===== src/rtl/port_ingress_buffer.sv =====
// ---------------------------------------------------------------------------
// port_ingress_buffer
//
// Per-port ingress stage of the 4-port switch. Incoming packets are queued in
// a FIFO. An arrival that finds the FIFO full is dropped, and the number of
// destinations it would have reached is added to a saturating drop counter.
// The head packet is offered to the crossbar arbiter as a mask of targets
// that are still waiting for a grant. The packet is retired only after every
// one of its targets has been granted, so a multicast packet can be served
// over several cycles.
//
// Parameters
//   DATA_W     payload width
//   ADDR_W     FIFO address width (depth = 2**ADDR_W)
//   NUM_PORTS  number of switch ports (width of target/req/grant masks)
//   CNT_W      drop counter width
//
// Ports
//   i_clk          rising-edge clock
//   i_rst_n        asynchronous active-low reset
//   i_valid_in     ingress packet valid, one per cycle, no backpressure
//   i_source_in    source port id of the arriving packet
//   i_target_in    destination mask (one-hot or multicast)
//   i_data_in      payload of the arriving packet
//   i_grant_in     per-output grant from the arbiter for the current head
//   i_clr_stats    synchronous clear of the drop counter
//   o_req_out      head-packet targets still awaiting grant (registered)
//   o_pkt_source   source of the head packet (valid while requesting)
//   o_pkt_data     payload of the head packet (valid while requesting)
//   o_fifo_full    FIFO holds 2**ADDR_W packets
//   o_fifo_empty   FIFO holds no packets
//   o_level        FIFO occupancy
//   o_drop_count   saturating count of dropped destinations
// ---------------------------------------------------------------------------
module port_ingress_buffer #(
   parameter int DATA_W    = 8,
   parameter int ADDR_W    = 4,
   parameter int NUM_PORTS = 4,
   parameter int CNT_W     = 16
) (
   input  logic                 i_clk,
   input  logic                 i_rst_n,
   input  logic                 i_valid_in,
   input  logic [1:0]           i_source_in,
   input  logic [NUM_PORTS-1:0] i_target_in,
   input  logic [DATA_W-1:0]    i_data_in,
   input  logic [NUM_PORTS-1:0] i_grant_in,
   input  logic                 i_clr_stats,
   output logic [NUM_PORTS-1:0] o_req_out,
   output logic [1:0]           o_pkt_source,
   output logic [DATA_W-1:0]    o_pkt_data,
   output logic                 o_fifo_full,
   output logic                 o_fifo_empty,
   output logic [ADDR_W:0]      o_level,
   output logic [CNT_W-1:0]     o_drop_count
);

   localparam int               DEPTH    = 1 << ADDR_W;
   localparam int               ENTRY_W  = 2 + NUM_PORTS + DATA_W;
   localparam logic [ADDR_W:0]  LEVEL_MAX = (ADDR_W+1)'(DEPTH);
   localparam logic [CNT_W:0]   CNT_MAX   = {1'b0, {CNT_W{1'b1}}};

   typedef enum logic {
      IDLE   = 1'b0,
      ACTIVE = 1'b1
   } state_t;

   logic [ENTRY_W-1:0]   r_mem [DEPTH];
   logic [ADDR_W-1:0]    r_wrPtr;
   logic [ADDR_W-1:0]    r_rdPtr;
   logic [ADDR_W:0]      r_level;
   logic [CNT_W-1:0]     r_dropCount;
   logic [NUM_PORTS-1:0] r_remaining;
   state_t               r_state;

   logic                 w_full;
   logic                 w_empty;
   logic                 w_write;
   logic                 w_drop;
   logic                 w_pop;
   logic [ENTRY_W-1:0]   w_head;
   logic [NUM_PORTS-1:0] w_headTarget;
   logic [NUM_PORTS-1:0] w_stillNeeded;
   logic [CNT_W:0]       w_dropOnes;
   logic [CNT_W:0]       w_cntBase;
   logic [CNT_W:0]       w_cntSum;
   logic [CNT_W-1:0]     w_cntNext;

   // Full/empty come from the registered level, so an arrival at the same
   // edge as a pop still sees the FIFO as full and is dropped.
   assign w_full  = (r_level == LEVEL_MAX);
   assign w_empty = (r_level == '0);

   // An all-zero target mask has nowhere to go; it is neither stored nor
   // counted as a drop.
   assign w_write = i_valid_in && !w_full && (i_target_in != '0);
   assign w_drop  = i_valid_in && w_full;

   assign w_head        = r_mem[r_rdPtr];
   assign w_headTarget  = w_head[DATA_W +: NUM_PORTS];
   assign w_stillNeeded = r_remaining & ~i_grant_in;

   // The head retires once the last outstanding target has been granted.
   assign w_pop = (r_state == ACTIVE) && (w_stillNeeded == '0);

   // Number of destinations carried by the arriving packet.
   always_comb begin
      w_dropOnes = '0;
      for (int i = 0; i < NUM_PORTS; i++) begin
         w_dropOnes = w_dropOnes + (CNT_W+1)'(i_target_in[i]);
      end
   end

   // Counter update: a clear wipes the old total but still keeps a drop
   // seen at the same edge, and the sum clips at the all-ones value.
   always_comb begin
      w_cntBase = i_clr_stats ? '0 : {1'b0, r_dropCount};
      w_cntSum  = w_cntBase + (w_drop ? w_dropOnes : '0);
      w_cntNext = (w_cntSum > CNT_MAX) ? CNT_MAX[CNT_W-1:0] : w_cntSum[CNT_W-1:0];
   end

   // Packet storage. It has no reset: stale entries are never visible
   // because the outputs are gated by the head state and the level.
   always_ff @(posedge i_clk) begin
      if (w_write) begin
         r_mem[r_wrPtr] <= {i_source_in, i_target_in, i_data_in};
      end
   end

   // FIFO pointers and occupancy. A write and a pop at the same edge leave
   // the level unchanged. The pointers wrap naturally at the depth.
   always_ff @(posedge i_clk or negedge i_rst_n) begin
      if (!i_rst_n) begin
         r_wrPtr <= '0;
         r_rdPtr <= '0;
         r_level <= '0;
      end else begin
         if (w_write) begin
            r_wrPtr <= r_wrPtr + 1'b1;
         end
         if (w_pop) begin
            r_rdPtr <= r_rdPtr + 1'b1;
         end
         if (w_write && !w_pop) begin
            r_level <= r_level + 1'b1;
         end else if (!w_write && w_pop) begin
            r_level <= r_level - 1'b1;
         end
      end
   end

   // Saturating drop statistics.
   always_ff @(posedge i_clk or negedge i_rst_n) begin
      if (!i_rst_n) begin
         r_dropCount <= '0;
      end else begin
         r_dropCount <= w_cntNext;
      end
   end

   // Head FSM. r_remaining is held at zero in IDLE, so it doubles as the
   // registered request mask. Grant bits outside the mask have no effect.
   always_ff @(posedge i_clk or negedge i_rst_n) begin
      if (!i_rst_n) begin
         r_state     <= IDLE;
         r_remaining <= '0;
      end else begin
         case (r_state)
            IDLE: begin
               if (!w_empty) begin
                  r_remaining <= w_headTarget;
                  r_state     <= ACTIVE;
               end
            end
            ACTIVE: begin
               r_remaining <= w_stillNeeded;
               if (w_pop) begin
                  r_state <= IDLE;
               end
            end
            default: begin
               r_state     <= IDLE;
               r_remaining <= '0;
            end
         endcase
      end
   end

   assign o_req_out    = r_remaining;
   assign o_pkt_source = (r_state == ACTIVE) ? w_head[ENTRY_W-1 -: 2] : 2'b00;
   assign o_pkt_data   = (r_state == ACTIVE) ? w_head[DATA_W-1:0] : '0;
   assign o_fifo_full  = w_full;
   assign o_fifo_empty = w_empty;
   assign o_level      = r_level;
   assign o_drop_count = r_dropCount;

endmodule


===== config.mk =====
export PLATFORM = sky130hd
export DESIGN_NAME = port_ingress_buffer
export DESIGN_NICKNAME = d
export VERILOG_FILES = /design/src/rtl/port_ingress_buffer.sv
export SDC_FILE = /design/constraint.sdc
export NUM_CORES = 1
export LEC_CHECK = 0
export CAP_MARGIN = 10
export CORE_MARGIN = 2
export CORE_UTILIZATION = 30
export CTS_BUF_LIST = sky130_fd_sc_hd__clkbuf_16
export CTS_CLUSTER_DIAMETER = 30
export DETAILED_ROUTE_END_ITERATION = 6
export SYNTH_ARGS = -nofsm -noshare
export SYNTH_HDL_FRONTEND = slang
export SYNTH_SLANG_ARGS = --single-unit
export TNS_END_PERCENT = 20

===== constraint.sdc =====
create_clock -name i_clk -period 3.5 [get_ports i_clk]
set_clock_uncertainty 0.1 [all_clocks]
set_input_delay 1.05 -clock i_clk [delete_from_list [all_inputs] [get_ports i_clk]]
set_output_delay 1.05 -clock i_clk [all_outputs]
set_load 0.01 [all_outputs]

==> results <==
- A synthesized cell averages between 15 and 20 µm².
- The number of antenna violations at the first check in global routing is 0.
- The area enclosed by the die boundary is about 37000 µm².
- The clock tree root driver cell is sky130_fd_sc_hd__clkbuf_16.
- The total via count after detailed routing is roughly 5600.
- Tracing the worst setup path back leads to its startpoint at r_rdPtr[0]$_DFFE_PN0P_.
- Counting flops with a built-in enable in the synthesized netlist gives 224.
- After synthesis, the cell types taking the most area are sky130_fd_sc_hd__edfxtp_1, sky130_fd_sc_hd__mux4_2, sky130_fd_sc_hd__dfrtp_1, sky130_fd_sc_hd__mux2i_1, sky130_fd_sc_hd__ha_1.
- 0 antenna diodes ended up in the layout.
- The critical path data required time is around 2400 ps.
- The number of synthesis warnings is 0.
- For this design, the CTS-stage hold fixing added 0 buffers.
- The number of buffers and inverters on the critical path is 3.
- The via count of the first global-routing pass came to approximately 5900.
- The largest driver fanout on the critical path is 7.
- The run finished with clean final reports.
- The tree built by TritonCTS fans out to approximately 260 sinks.
- The hold violation total from the final report was 0.
- Across the run, the number of max-cap violations was 0.
- The min-delay analysis places its worst path in the category reg2reg.
- The transition time of the tightest slew-check pin is between 800 and 900 ps.
- The worst setup path is captured at an output port.
- The critical path depth in cells is 6.
- The number of core rows is just under 70.
- The final period demand of the worst path is between 3000 and 4000 ps.
- Setup repair after global routing could not meet its margin everywhere.
- The termination of the worst setup path is o_pkt_data[2].
- The worst pin sits at a relative slew slack of roughly 45%.
- Summing internal, switching and leakage power gives 11.3 mW.
- The clock passes through at most 3 buffers.
- The H-tree generated during clock tree synthesis spans 2 levels.
- The per-cell routed wire length is about 18 µm.
- The area share of the largest cell type after synthesis is a little under two thirds.
- Across all register-to-register paths, the minimum setup slack is 790 ps.
- The floorplan step set the die height to about 190 µm.
- The maximum achievable frequency is between 200 and 300 MHz.
- For this run, asynchronously set or reset flops after synthesis account for approximately an eighth.
- The net count of the finished layout is ~750.
- On the critical path, the stage with the largest delay is an instance of sky130_fd_sc_hd__mux4_2.
- The number of iterations in the first detailed-routing pass is 5.
- Routability-driven placement finished with a final weighted congestion of between 0.7 and 0.8.
- Dividing the detail-routed via count by the number of cells gives approximately 4.7.
- The area occupied by multi-input gates is 2840 µm².
- The number of different library cells in the post-synthesis netlist is between 40 and 50.
- After the first detailed-routing iteration, the DRC count stood at approximately 350.
- The register bit count reported by yosys is roughly 260.
- After synthesis the cells add up to roughly 11000 µm².
- The register clock-pin slew on the reported worst setup and hold paths is approximately 50 ps.
- Fill cells in the final layout number around 3100.
- The count of buffers added on input and output ports is slightly below 60.
- The kind of cell adding the most delay to the critical path is multiplexers.
- The sequential cell area in the final layout is about 7600 µm².
- The max-slew violation count was 0.
- The synthesized design spends more area on one cell type than any other, namely sky130_fd_sc_hd__edfxtp_1.
- In this run the power density over the cells is about 820 nW/µm².
- The effective utilization at floorplan is a little under a third.
- For this run, design rule violations remaining after detail routing come to 0.
- The first global-routing pass estimated 33900 µm of wire.
- The worst-case IR drop observed on VDD is approximately 0.36 mV.
- The share of the core filled with cells in the final layout is between 30 and 40%.
- The critical path's largest stage delay is 500 ps.
- The clock tree from TritonCTS is done.
- The TritonCTS buffer count is 42.
- Traced cell by cell, the critical path runs through buf_4 -> buf_16 -> mux4_2 -> mux2i_2 -> o22ai_1 -> buf_2.
- The share of the Yosys chip area taken by registers is 71.8%.
- Entering global routing, the biggest net connects 35 pins.
- The aggregate global-route resource usage is between 10 and 15%.
- The detail route stage leaves a number of antenna-violating nets equal to 0.
- When the netlist entered floorplanning its net count stood at between 600 and 700.
- The number of failing setup endpoints in the final timing report is 0.
- The sum of routed wire length over all layers is ~22000 µm.
- Clock latency on the worst-skew pair, taken at its later pin, is between 500 and 600 ps.
- The predominant post-synthesis flop cell is sky130_fd_sc_hd__edfxtp_1.
- The share of post-route cells with drive strength above 1 is 30.0%.
- The leakage power summed over all cells is slightly below 5 nW.
- STA classifies the critical path startpoint as a flip-flop.
- The worst path uses 98.1% of the clock period.
- The worst register-to-register path begins at o_level[1]$_DFFE_PN0P_.
- The reg-to-reg critical path endpoint is o_drop_count[6]$_DFF_PN0_.
- Summed over all nets, the half-perimeter wirelength after detailed placement is 14100 µm.
- The critical path start-end classification is reg2out.
- Counting cells, the worst reg-to-reg path comes to 11.
- The area growth from synthesis to layout is 30.7%.
- From left edge to right edge, the die measures 192 µm.
- Global routing finished with a remaining overflow of 0.
- The data arrival time of the critical path is about 2300 ps.
- The number of placed I/O pins is 59.
- In this run the standard cell core region covers about 35000 µm².
- The gate count after technology mapping is about 570.
worst min-delay path by stage:
stage,to,cells past startpoint,slack (ps),start
2_1_floorplan,r_wrPtr[2]$_DFFE_PN0P_,1,410,r_wrPtr[2]$_DFFE_PN0P_
3_3_place_gp,o_level[4]$_DFFE_PN0P_,1,430,o_level[4]$_DFFE_PN0P_
3_5_place_dp,o_level[4]$_DFFE_PN0P_,1,420,o_level[4]$_DFFE_PN0P_
4_1_cts,o_req_out[2]$_DFFE_PN0P_,2,450,o_req_out[2]$_DFFE_PN0P_
5_1_grt,o_req_out[2]$_DFFE_PN0P_,2,480,o_req_out[2]$_DFFE_PN0P_
6_report,o_req_out[2]$_DFFE_PN0P_,2,440,o_req_out[2]$_DFFE_PN0P_
state kept, by name, summed over array words and instances (netlist names):
| name | cells |
|---|---|
| o_req_out | 4 |
| o_level | 5 |
| r_wrPtr | 4 |
| r_mem | 224 |
| r_state | 1 |
| r_rdPtr | 4 |
| o_drop_count | 16 |
metal layers:
| layer | vias to the layer above | GRT usage (%) | wire [µm] |
|---|---|---|---|
| met3 | 44 | 2.40 | 846 |
| met2 | 115 | 20.7 | 10900 |
| met4 | 0 | 4.79 | 613 |
| li1 | 2548 | - | - |
| met1 | 2891 | 15.7 | 9580 |
| met5 | - | 0 | 0 |
layout by cell type (no fill, tap or decap), types with 10 or more instances in the layout:
cell type / instances
sky130_fd_sc_hd__mux2i_1: 20
sky130_fd_sc_hd__nor2_1: 13
sky130_fd_sc_hd__xnor2_1: 20
sky130_fd_sc_hd__inv_1: 23
sky130_fd_sc_hd__nand2_1: 22
sky130_fd_sc_hd__o22ai_1: 10
sky130_fd_sc_hd__mux4_2: 54
sky130_fd_sc_hd__clkbuf_16: 43
sky130_fd_sc_hd__ha_1: 13
sky130_fd_sc_hd__buf_12: 16
sky130_fd_sc_hd__clkdlybuf4s50_1: 44
sky130_fd_sc_hd__edfxtp_1: 224
sky130_fd_sc_hd__o21ai_0: 13
sky130_fd_sc_hd__buf_4: 50
sky130_fd_sc_hd__dfrtp_1: 31
final cells by class:
cell class	instances	area share, %
multi-input combinational	266	20.6
inverter	17	0.463
sequential	258	55.0
tap	455	4.13
clock buffer	43	7.80
timing repair buffer	129	9.31
clock inverter	33	2.69
Yosys cell counts (all sizes together) (3+ instances only):
library cell    n
a21o            3
a21oi           8
and2            9
and3            6
buf            16
clkbuf          9
dfrtp          34
edfxtp        224
fa              3
ha             15
inv            17
mux2            4
mux2i          27
mux4           54
nand2          22
nand2b          9
nand3           5
nand4           3
nor2           14
nor2b          10
nor3            8
o211ai          3
o21ai          13
o22ai          10
xnor2          20
xor2            3
where the power goes:
group / leakage [nW] / total (mW) / switching (mW) / internal (mW)
clock network: 0.725 / 4.16 / 1.34 / 2.81
registers: 2.46 / 3.93 / 0.216 / 3.71
logic: 1.70 / 3.20 / 1.54 / 1.66
total: 4.88 / 11.3 / 3.10 / 8.19
kinds of logic (layout without fill, tap and decap cells):
| group | after synthesis | in the layout | share of synthesized area [%] |
|---|---|---|---|
| AOI/OAI and AO/OA | 44 | 44 | 2.57 |
| xor gates and xnor gates | 23 | 23 | 1.91 |
| adders and majority gates | 18 | 18 | 2.35 |
| buffers and inverters | 42 | 222 | 1.93 |
| DFF | 258 | 258 | 71.8 |
| muxes | 85 | 85 | 14.5 |
| and+or+nand+nor | 96 | 96 | 4.90 |
tightest hold or removal path, delay by kind of cell, from the launching register on:
kind             cells  cell delay [ps]
AO/OA/AOI/OAI        1               90
flip-flops           1              370
AND/OR/NAND/NOR      1               50
per-stage QoR:
stage	hold slack, ps	worst slack [ps]	cells	setup TNS [ps]	instance area (µm²)
2_1_floorplan	408	-102	566	-826	10600
3_3_place_gp	425	-638	1118	-23400	12300
3_5_place_dp	424	-655	1118	-24780	12300
4_1_cts	445	0.657	1201	0	13800
5_1_grt	483	-28.5	1201	-28.9	13800
6_report	437	65.9	1201	0	13800
what timing repair did:
| item | 4_1_cts | 5_1_grt |
|---|---|---|
| buffers inserted | 5 | 0 |
| pin swaps | 3 | 1 |
| gates resized for setup | 45 | 9 |
| cloned | 2 | 0 |
| setup endpoints to repair | 24 | 10 |
| hold endpoints to repair | 0 | 0 |
No activity file was read; power rests on OpenSTA's default activity.
